<file path="src/rtl/multiword_adder_seq.sv">
// Multi-cycle W-bit adder/subtractor: one N-bit ripple adder reused over K chunks,
// LSB chunk first, with the inter-chunk carry held in a register.

module n_bit_rc_adder #(
   parameter int N = 8
) (
   input  logic [N-1:0] a,
   input  logic [N-1:0] b,
   input  logic         cin,
   output logic [N-1:0] s,
   output logic         cout
);
   logic c;

   always_comb begin
      s = '0;
      c = cin;
      for (int i = 0; i < N; i++) begin
         s[i] = a[i] ^ b[i] ^ c;
         c    = (a[i] & b[i]) | (c & (a[i] ^ b[i]));
      end
      cout = c;
   end
endmodule

// state | meaning
// IDLE  | ready for a new operation
// RUN   | one chunk added per cycle, idx selects the chunk
// DONE  | result presented, waiting for out_ready
module multiword_adder_seq #(
   parameter int N = 8,
   parameter int K = 4
) (
   input  logic             clk,
   input  logic             reset,
   input  logic             in_valid,
   output logic             in_ready,
   input  logic [N*K-1:0]   a,
   input  logic [N*K-1:0]   b,
   input  logic             cin,
   input  logic             sub,
   output logic             out_valid,
   input  logic             out_ready,
   output logic [N*K-1:0]   sum,
   output logic             cout,
   output logic             overflow
);
   localparam int W  = N * K;
   localparam int IW = (K > 1) ? $clog2(K) : 1;
   localparam logic [IW-1:0] LAST = IW'(K - 1);

   typedef enum logic [1:0] {IDLE, RUN, DONE} state_t;

   state_t         state, state_nxt;
   logic [W-1:0]   a_r, b_r;
   logic           carry;
   logic [IW-1:0]  idx;
   logic [N-1:0]   add_s;
   logic           add_co;
   logic           last;

   n_bit_rc_adder #(.N(N)) u_add (
      .a    (a_r[idx*N +: N]),
      .b    (b_r[idx*N +: N]),
      .cin  (carry),
      .s    (add_s),
      .cout (add_co)
   );

   assign last = (idx == LAST);

   always_ff @(posedge clk or posedge reset) begin
      if (reset) state <= IDLE;
      else       state <= state_nxt;
   end

   always_comb begin
      state_nxt = state;
      in_ready  = 1'b0;
      out_valid = 1'b0;
      case (state)
         IDLE: begin
            in_ready = 1'b1;
            if (in_valid) state_nxt = RUN;
         end
         RUN: begin
            if (last) state_nxt = DONE;
         end
         DONE: begin
            out_valid = 1'b1;
            if (out_ready) state_nxt = IDLE;
         end
         default: state_nxt = IDLE;
      endcase
   end

   // Subtraction is a + ~b + 1, so the operand is inverted once at accept time.
   always_ff @(posedge clk or posedge reset) begin
      if (reset) begin
         a_r      <= '0;
         b_r      <= '0;
         carry    <= 1'b0;
         idx      <= '0;
         sum      <= '0;
         cout     <= 1'b0;
         overflow <= 1'b0;
      end else begin
         case (state)
            IDLE: begin
               if (in_valid) begin
                  a_r   <= a;
                  b_r   <= sub ? ~b : b;
                  carry <= sub | cin;
                  idx   <= '0;
               end
            end
            RUN: begin
               sum[idx*N +: N] <= add_s;
               carry           <= add_co;
               if (last) begin
                  cout     <= add_co;
                  overflow <= (a_r[W-1] == b_r[W-1]) && (add_s[N-1] != a_r[W-1]);
               end else begin
                  idx <= idx + 1'b1;
               end
            end
            default: ;
         endcase
      end
   end
endmodule

</file>
<file path="config.mk">
export PLATFORM = sky130hd
export DESIGN_NAME = multiword_adder_seq
export DESIGN_NICKNAME = d
export VERILOG_FILES = /design/src/rtl/multiword_adder_seq.sv
export SDC_FILE = /design/constraint.sdc
export NUM_CORES = 1
export LEC_CHECK = 0
export CAP_MARGIN = 30
export CORE_MARGIN = 1
export CORE_UTILIZATION = 40
export DETAILED_ROUTE_END_ITERATION = 10
export PLACE_DENSITY = 0.64
export SLEW_MARGIN = 20
export SYNTH_ARGS = -nofsm -noshare
export SYNTH_HDL_FRONTEND = slang
export SYNTH_SLANG_ARGS = --single-unit
</file>
<file path="constraint.sdc">
create_clock -name clk -period 5 [get_ports clk]
set_input_delay 0.75 -clock clk [delete_from_list [all_inputs] [get_ports clk]]
set_output_delay 0.75 -clock clk [all_outputs]
set_load 0.005 [all_outputs]
</file>
==> results.json <==
{
  "placed_area_um2": 5993,
  "drtIter0Drc": 139,
  "synth-seq-cells": 103,
  "syn_avg_cell_area_um2": 12.74,
  "post_drt_wl_per_cell_um": 16.93,
  "routed-wl-met3_um": 468,
  "cts_tree": "built",
  "peakVddDrop_mv": 0.2880,
  "drt_first_pass_iters": 8,
  "synth_edf_count": 0,
  "core_area_um2": 11560,
  "dp_cells": 611,
  "postRouteAntennaNets": 0,
  "htree_levels": 3,
  "drv_slew": 0,
  "netlist_area_um2": 4827,
  "syn_nets": 463,
  "diodes": 0,
  "final_hold_viol_count": 0,
  "crit_path_end_kind": "flip-flop",
  "fin_cells": 629,
  "antenna_found_initial": 0,
  "synth_ff_type": "dfrtp_1",
  "worstPathArrival_ns": 4.85,
  "powerDensity_nw_per_um2": 710.2,
  "area_growth_pct": 32.48,
  "required_ns": 5.22,
  "root_buffer": "clkbuf_16",
  "routed_wl_um": 10650,
  "routed_via_density": 5.197,
  "post-place-ws_ns": 0.3904,
  "fin_nets": 565,
  "clock_skew_ns": 0.008226,
  "drc_errors": 8,
  "period_share_pct": 92.59,
  "topRoutingLayerUsed": "met4",
  "clk_latency_ns": 0.34,
  "finish.instance_area_um2": 6395,
  "status": "finished with violations",
  "path_class": "flip-flop to flip-flop",
  "power_leakage_nw": 2.658,
  "start_util_pct": 41.74,
  "synth-async-reset-ratio_pct": 100.0,
  "grt_first_pass_wirelength_um": 17220,
  "final_cell_mix": "clkdlybuf4s50_1 (104), dfrtp_1 (103), nor2_1 (36), mux2_2 (35)",
  "cts_buffers": 9,
  "layout-drive-gt1-share_pct": 18.11,
  "startpoint_type": "flip-flop",
  "hold_class": "flip-flop to flip-flop",
  "reg2reg_setup_slack_ns": 0.37,
  "postCtsSetupBuffers": 0,
  "rsz0062_at_grt": "false",
  "max_freq_ghz": 0.2160,
  "grt_start_max_net_pins": 100,
  "postLayoutSetupSlackWorst_ns": 0.3703,
  "num_rows": 39,
  "num_vias": 3269,
  "ys_warn_count": 0,
  "grt_pass1_vias": 3362,
  "numPortBuffers": 105,
  "cts_resized": 0,
  "gr-usage-all-layers_pct": 17.92,
  "cts_num_sinks": 103,
  "grt-ovfl-total": 0,
  "gp_congestion": 0.7679,
  "layout_commonest_cell": "clkdlybuf4s50_1",
  "cts.hold.buffers_added": 0,
  "die_w_um": 111.9,
  "dieArea_um2": 12510,
  "setup_viol": 0,
  "cts_buffer_depth": 2,
  "pin_count": 106,
  "violations": "design-rule violations",
  "die_y_um": 111.9,
  "setup_tns_ns": 0,
  "worst_pin_slew_ns": 0.8463,
  "seq_area_frac_synth_pct": 53.40,
  "clk_pin_slew_ns": 0.06,
  "maxCapViolations": 0,
  "syn_inst": 379,
  "met2_length_um": 5218,
  "slew_headroom_pct": 43.58,
  "cp_max_fo": 5,
  "finalCriticalPeriod_ns": 4.630,
  "wl_met1_um": 4753,
  "yosysUniqueCellTypes": 33,
  "dp_hpwl_um": 7927
}
kinds of logic after synthesis:
group                    synth area share [%]
XOR/XNOR                                5.806
flip-flops                              53.40
adder cells (fa/ha/maj)                 4.873
multiplexers                            15.63
AO/OA/AOI/OAI                           9.513
buffers and inverters                   4.018
AND/OR/NAND/NOR                         6.765
path summary, 6_finish.rpt:
check | cells after the start | end | startpoint
worst max-delay path | 16 | overflow$_DFFE_PP0P_ | idx[0]$_DFFE_PP0P_
worst min-delay path | 2 | sum[6]$_DFFE_PP0P_ | sum[6]$_DFFE_PP0P_
worst max register to register | 16 | overflow$_DFFE_PP0P_ | idx[0]$_DFFE_PP0P_
worst min register to register | 2 | sum[6]$_DFFE_PP0P_ | sum[6]$_DFFE_PP0P_
max in group asynchronous | 3 | sum[5]$_DFFE_PP0P_ | reset
min in group asynchronous | 2 | a_r[6]$_DFFE_PP0P_ | reset
power by group:
part	total, mW	internal, mW	switching (mW)
sequential	1.48	1.23	0.253
clock	0.797	0.504	0.293
combinational	2.26	1.13	1.13
through the flow:
step,util [%],hold WS [ns],power [mW]
after floorplan,-,0.4752,2.945
after global placement,51.82,0.4631,3.699
after detailed placement,51.82,0.4736,3.759
after CTS,54.82,0.4882,4.567
after global routing,55.30,0.5129,4.860
final,55.30,0.4888,4.542
metal layers:
layer	vias to the layer above	track usage, %
li1	1523	-
met1	1635	23.41
met2	101	29.69
met3	10	3.538
met4	0	6.577
met5	-	0
cell usage after synthesis, drive strengths merged, types with 2 or more instances:
cell type  count  share of area, %
clkbuf         6              0.47
o21ai          9               1.6
inv           22               1.7
nor2          36               2.8
o2bb2ai       20               3.6
mux2          35               8.2
a21oi         32               3.3
ha             6               1.6
fa             8               3.3
xnor2         32               5.8
nand2         16               1.2
mux4          16               7.5
nand2b         3              0.39
dfrtp        103                53
nor3b          2              0.31
nand3b         2              0.57
a22o           4              0.73
buf           16               1.8
flip-flops by register name, summed over array words and instances, names as in the netlist:
signal    cells
carry         1
overflow      1
cout          1
b_r          32
state         2
a_r          32
sum          32
idx           2
critical path, stage by stage, from the launching register on:
cell and delay [ns]:
dfrtp_1 0.43, mux4_2 0.35, inv_1 0.05, fa_1 0.41, fa_1 0.40, fa_1 0.39, fa_1 0.37, inv_1 0.08
fa_1 0.16, inv_1 0.05, fa_1 0.44, fa_1 0.38, inv_1 0.08, fa_1 0.48, nand2b_1 0.12, o22ai_1 0.08
mux2_2 0.26
final cells by class:
cell class | instances | area [µm²]
fill | 996 | 5170
sequential | 103 | 2577
multi-input combinational | 232 | 2061
timing repair buffer | 113 | 1146
clock buffer | 11 | 242.7
tap | 143 | 178.9
clock inverter | 5 | 103.9
inverter | 22 | 85.08
No activity file was read; power rests on OpenSTA's default activity.
